**src/rtl/i2c_tof_responder.sv**
```systemverilog
// i2c_tof_responder: I2C target at SLAVE_ADDRESS with 16-bit register pointer and
// a small auto-incrementing byte register file.
module i2c_tof_responder #(
  parameter logic [6:0] SLAVE_ADDRESS = 7'h29,
  parameter int ADDR_BITS = 4
) (
  input  logic                 clock,
  input  logic                 reset,
  input  logic                 SCL_in,
  input  logic                 SDA_in,
  output logic                 SDA_out,
  output logic                 SDA_t,
  output logic                 busy,
  output logic                 wr_valid,
  output logic [15:0]          wr_addr,
  output logic [7:0]           wr_data,
  input  logic [ADDR_BITS-1:0] host_addr,
  output logic [7:0]           host_rdata
);
  localparam int DEPTH = 1 << ADDR_BITS;
  typedef enum logic [3:0] {
    IDLE, ADDR, ADDR_ACK, REG_HI, REG_HI_ACK, REG_LO, REG_LO_ACK,
    WDATA, WDATA_ACK, RDATA, RDATA_ACK, IGNORE
  } state_t;
  state_t state, ack_next;
  logic [2:0] scl_q, sda_q;
  logic [3:0] cnt;
  logic [7:0] sr, rd_byte, byte_in;
  logic [15:0] ptr;
  logic [7:0] mem [DEPTH];
  logic scl, sda, scl_rise, scl_fall, start, stop;
  logic [ADDR_BITS-1:0] idx;
  // [1] is the synchronized level, [2] the previous synchronized level
  assign scl = scl_q[1];
  assign sda = sda_q[1];
  assign scl_rise = scl & ~scl_q[2];
  assign scl_fall = ~scl & scl_q[2];
  assign start = scl & scl_q[2] & sda_q[2] & ~sda;
  assign stop = scl & scl_q[2] & ~sda_q[2] & sda;
  assign idx = ptr[ADDR_BITS-1:0];
  assign rd_byte = mem[idx];
  assign byte_in = {sr[6:0], sda};
  assign host_rdata = mem[host_addr];
  assign SDA_out = 1'b0;
  always_comb ack_next = state == ADDR_ACK ? REG_HI : state == REG_HI_ACK ? REG_LO : WDATA;
  always_ff @(posedge clock or negedge reset)
    if (!reset) begin
      scl_q <= '1;
      sda_q <= '1;
      state <= IDLE;
      cnt <= '0;
      sr <= '0;
      ptr <= '0;
      SDA_t <= 1'b1;
      busy <= 1'b0;
      wr_valid <= 1'b0;
      wr_addr <= '0;
      wr_data <= '0;
      for (int i = 0; i < DEPTH; i++) mem[i] <= '0;
    end else begin
      scl_q <= {scl_q[1:0], SCL_in};
      sda_q <= {sda_q[1:0], SDA_in};
      wr_valid <= 1'b0;
      if (start) begin
        state <= ADDR;
        cnt <= '0;
        SDA_t <= 1'b1;
      end else if (stop) begin
        state <= IDLE;
        busy <= 1'b0;
        SDA_t <= 1'b1;
      end else if (scl_rise) begin
        cnt <= cnt + 4'd1;
        // the ACK clock (cnt==8) must not disturb the byte held in sr
        if (!cnt[3]) sr <= byte_in;
        case (state)
          ADDR: if (cnt == 4'd7) begin
            state <= byte_in[7:1] == SLAVE_ADDRESS ? ADDR_ACK : IGNORE;
            busy <= byte_in[7:1] == SLAVE_ADDRESS;
          end
          REG_HI: if (cnt == 4'd7) begin
            ptr[15:8] <= byte_in;
            state <= REG_HI_ACK;
          end
          REG_LO: if (cnt == 4'd7) begin
            ptr[7:0] <= byte_in;
            state <= REG_LO_ACK;
          end
          WDATA: if (cnt == 4'd7) begin
            mem[idx] <= byte_in;
            wr_valid <= 1'b1;
            wr_addr <= ptr;
            wr_data <= byte_in;
            ptr <= ptr + 16'd1;
            state <= WDATA_ACK;
          end
          RDATA: if (cnt == 4'd7) state <= RDATA_ACK;
          RDATA_ACK: if (sda) begin
            state <= IGNORE;
            busy <= 1'b0;
          end else ptr <= ptr + 16'd1;
          default: ;
        endcase
      end else if (scl_fall) begin
        case (state)
          ADDR_ACK, REG_HI_ACK, REG_LO_ACK, WDATA_ACK:
            if (cnt == 4'd8) SDA_t <= 1'b0;
            else if (state == ADDR_ACK && sr[0]) begin
              state <= RDATA;
              sr <= rd_byte;
              SDA_t <= rd_byte[7];
              cnt <= '0;
            end else begin
              state <= ack_next;
              SDA_t <= 1'b1;
              cnt <= '0;
            end
          RDATA: SDA_t <= sr[7];
          RDATA_ACK:
            if (cnt == 4'd8) SDA_t <= 1'b1;
            else begin
              state <= RDATA;
              sr <= rd_byte;
              SDA_t <= rd_byte[7];
              cnt <= '0;
            end
          default: ;
        endcase
      end
    end
endmodule

```
**config.mk**
```make
export PLATFORM = sky130hd
export DESIGN_NAME = i2c_tof_responder
export DESIGN_NICKNAME = d
export VERILOG_FILES = /design/src/rtl/i2c_tof_responder.sv
export SDC_FILE = /design/constraint.sdc
export NUM_CORES = 1
export LEC_CHECK = 0
export BUFFER_PORTS_ARGS = -buffer_cell sky130_fd_sc_hd__buf_2
export CAP_MARGIN = 20
export CORE_MARGIN = 4
export CORE_UTILIZATION = 35
export DETAILED_ROUTE_END_ITERATION = 10
export HOLD_SLACK_MARGIN = 0.15
export PLACE_DENSITY = 0.49
export SYNTH_ARGS = -nofsm -noshare
export SYNTH_HDL_FRONTEND = slang
export SYNTH_SLANG_ARGS = --single-unit
```
**constraint.sdc**
```tcl
create_clock -name clock -period 3.12 [get_ports clock]
set_clock_uncertainty 0.1 [all_clocks]
set_input_delay 0 -clock clock [delete_from_list [all_inputs] [get_ports clock]]
set_output_delay 0 -clock clock [all_outputs]
set_load 0.005 [all_outputs]
```
**Word level (Yosys, flattened, before mapping)**

Index checks and enable logic that the tools add are counted.

- Add/subtract/negate cells: 2
- Magnitude comparators: 3
- Equal/unequal tests: 35
- Mux-type cells: 63
- Bitwise operators: 15
- Reduce and logical (&&, ||, !) cells: 24

Operators with widths:

| kind | count |
|---|---|
| $bwmux W128 | 1 |
| $mux W8 | 12 |
| $mux W4 | 20 |
| $bmux W8 S4 | 2 |
| $pmux W8 S3 | 2 |
| $ne A5 B5 Y1 const B | 8 |
| $demux W8 S4 | 1 |
| $mux W16 | 2 |
| $pmux W4 S6 | 1 |
| $reduce_bool A3 Y1 | 7 |
| $eq A4 B3 Y1 const B | 5 |
| $ne A3 B3 Y1 const B | 6 |
| $add A16 B1 Y16 const B | 1 |
| $eq A4 B4 Y1 const B | 4 |
| $mux W1 | 16 |
| $pmux W8 S2 | 1 |
| $reduce_and A7 Y1 | 2 |
| $ne A2 B2 Y1 const B | 6 |
| $reduce_and A11 Y1 | 1 |
| $ge A5 B5 Y1 const B | 2 |
| $not A4 Y5 | 2 |
| $reduce_and A5 Y1 | 2 |
| $reduce_bool A5 Y1 | 2 |
| $ne A9 B1 Y1 const B | 1 |
| 21 further kinds | 35 |

- Register bits: 193
- Logic and storage cells: 170

**Depth between registers and ports, before layout**

- Word-level depth: 11
- Depth in mapped cells: 9

**Worst setup path before layout**

OpenSTA, ideal clock, no wires.

- Path kind: register to register
- From: register scl_q[1]
- To: register mem[16] (netlist name)
- Library setup time: 125 ps
- Arrival time: 2258 ps
- Data required time: 2895 ps
- Setup slack: 638 ps
- Stages on the path, launching flop included: 7
- Period minus slack after synthesis: 2482 ps
- Cells stage by stage: dfstp_2 ha_1 clkinv_1 a2111oi_4 nand2_1 nor2_2 mux2_2

- Cells in the longest elaborated chain, start to end: 5

Ends and longest elaborated chain:

| what | line | text |
|---|---|---|
| from (decl) | 26 | `logic [2:0] scl_q, sda_q;` |
| from (signal assigned) | 61 | `scl_q <= {scl_q[1:0], SCL_in};` |
| $and A1 B1 Y1 | 38, 39 |  |
| $and A1 B1 Y1 (on tied branches) (2 in series) | 39, 38 |  |
| $not A1 Y1 (no line) | - |  |
| $reduce_and A5 Y1 (no line) (*) | - |  |
| to (signal, indexed assignment) | 90 | `mem[idx] <= byte_in;` |
| to (decl) | 30 | `logic [7:0] mem [DEPTH];` |

Mark *: on every way between the ends. The rest lies on a longest branch, timed or not.
A chain may end at the register's enable or synchronous reset.

**Worst setup path in the final report**

- From: register cnt[0]
- To: register mem[69] (netlist name)

- Cells in the longest elaborated chain, start to end: 2

Ends and longest elaborated chain:

| what | line | text |
|---|---|---|
| from (decl) | 27 | `logic [3:0] cnt;` |
| from (signal assigned) | 73 | `cnt <= cnt + 4'd1;` |
| $eq A4 B3 Y1 | 89 | `WDATA: if (cnt == 4'd7) begin` |
| $reduce_and A5 Y1 (no line) | - |  |

Every way passes these cells.

==> run metrics <==
Worst-Margin Slew 0.998 ns; reg-to-reg startpoint cnt[0]$_DFFE_PN0P_; CP endpoint kind register; Total GRT Usage 18.1%; total gr overflow 0; utilization after layout 40.6%; commonest cells after routing, fill and taps aside dfrtp_1 (185), mux2_2 (152), mux4_2 (65), buf_2 (41), buf_4 (38); vias in the first global route 7014; Seq cells post-synth 193; nets@finish 825; syn_area_per_cell 13.4 um^2; cell count after synthesis 759; Pwr Total 6.46 mW; gpl congestion 0.827; DR iter-0 viols 595; Rows 62; Residual DRC 0; asr flop ratio synth 100%; Max Freq 330 MHz; PwrDens 554 nW/um^2; slew margin rel. 33.4%; peak supply drop 0.000396 V; unrepaired setup endpoints after global routing yes; fin. max-slew vios 0; min Tclk post-route 3.03 ns; Post-Place Cells 1165; die width 178 um; Crit path required time 3.33 ns; number of buffers created by CTS 17; Synth-to-Final Area Change 14.5%; crit start category register; status completed; crit share post-route 97.2%; vias 6856; Post CTS Setup Buffer Count 0; CTS Buffer Depth 2; dpl ws 0.123 ns; number of flops mapped to enable cells by yosys 0; largest net degree at the start of global routing 134; drt pass-1 iters 5; Final Hold Vio Count 0; CTS H-tree depth 4; height of the chip 178 um; Via density 5.69; HPWL Detailed 19.0 mm; max-cap viol count 0; Reg clk slew, reported paths 0.07 ns; CTS tree yes; Pleak 5.20 nW; crit path kind register to register; yosys warns 0; initial antenna violation count 0; initial core utilization 35.4%; Seq/Total Area, Yosys 47.6%; Critical path origin cnt[0]$_DFFE_PN0P_; syn nets 776; Wirelength per Cell 23.3 um; port bufs 42; clock sink count 193; first-pass GRT wire length 43.1 mm; I/O Pins 44; worst hold start sda_q[0]$_DFF_PN1_; core box area 28700 um^2; n_diodes 0; Final setup viols 0; cts repair resizes 0; Final WS setup 0.0879 ns; Hold WC Path Type register to register; fraction of layout cells with a size suffix above 1 43.7%; post-synthesis cell type count 60; commonest non-fill, non-tap cell in the layout dfrtp_1; Antenna Violating Nets Remaining 0; prevailing post-synth register cell dfrtp_1; Clock Latency Late Sink 0.44 ns; CTS root buffer clkbuf_16; crit-path max FO 8; die area 31900 um^2; final WL 28.1 mm; WP data arrival 3.24 ns; Cell Area, Synth 10200 um^2; Layout Cells excl Fill 1205; r2r setup slk 0.09 ns
==> layout make-up <==
class / instances / area [um^2]
flip-flops and latches: 193 / 4840
inverters: 14 / 52.6
well taps: 384 / 480
multi-input cells: 493 / 5050
clock inverters: 14 / 165
repair buffers: 89 / 632
fillers: 2741 / 17100
clock buffers: 18 / 429
==> final timing paths <==
check | endpoint | depth (start not counted)
worst max-delay path | mem[69]$_DFFE_PN0P_ | 6
worst min register to register | sda_q[1]$_DFF_PN1_ | 0
worst max register to register | mem[69]$_DFFE_PN0P_ | 6
min in group asynchronous | wr_addr[11]$_DFFE_PN0P_ | 3
max in group asynchronous | mem[25]$_DFFE_PN0P_ | 5
worst min-delay path | sda_q[1]$_DFF_PN1_ | 0
==> logic make-up (layout without fill, tap and decap cells) <==
group,Yosys count,in the layout,share of synthesized area (%)
flip-flops,193,193,47.6
multiplexers,239,239,33.4
AND/OR/NAND/NOR,122,122,6.68
other,1,1,0.0369
adder cells (fa/ha/maj),9,9,1.11
XOR/XNOR,1,1,0.0861
AO/OA/AOI/OAI,121,121,8.33
buffers and inverters,73,135,2.83
==> registers in the layout (all words and copies together), names as in the netlist <==
signal,cells
wr_addr,16
wr_valid,1
state,4
cnt,4
scl_q,3
wr_data,8
mem,128
SDA_t,1
sr,8
busy,1
ptr,16
sda_q,3
==> report_power, final <==
part,switching [mW],internal (mW)
registers,0.181,2.63
clock network,1.10,1.15
logic,0.906,0.485
==> critical path: stages (launching register included) <==
cell and delay [ns]:
dfrtp_1 0.41, ha_1 0.21, nand4b_1 0.30, a2111oi_4 0.53, nand3b_1 0.28, nor2_2 0.67
mux2_2 0.42
==> repair_timing <==
action / CTS / global route
endpoints found under the setup margin: 0 / 24
hold endpoints to repair: 124 / 44
hold buffers: 5 / 1
==> synthesized netlist by cell type, types with 11 or more instances <==
cell | instances | area share (%)
dfrtp_1 | 186 | 46
mux2_2 | 152 | 17
mux4_2 | 65 | 14
clkbuf_1 | 41 | 1.5
nand2_1 | 28 | 1.0
nor2_1 | 27 | 1.0
a21oi_1 | 24 | 1.2
o21ai_0 | 24 | 1.2
mux2i_1 | 22 | 2.2
inv_1 | 13 | 0.48
o22a_1 | 13 | 1.1
a31oi_1 | 11 | 0.68
==> metal layers <==
layer | track usage, % | share of wire, %
met4 | 5.28 | 2.2
met3 | 3.65 | 4.6
met5 | 0 | 0
met1 | 24.9 | 45
met2 | 29.0 | 48
==> through the flow <==
step | setup TNS (ns) | instance area (um^2) | hold slack [ns]
global route | -0.681 | 11600 | 0.263
detailed placement | 0 | 11000 | 0.00642
global placement | 0 | 11000 | 0.00885
CTS | 0 | 11600 | 0.262
floorplan | 0 | 10200 | -0.396
finish | 0 | 11600 | 0.259
Power figures use the tool's default switching activity.
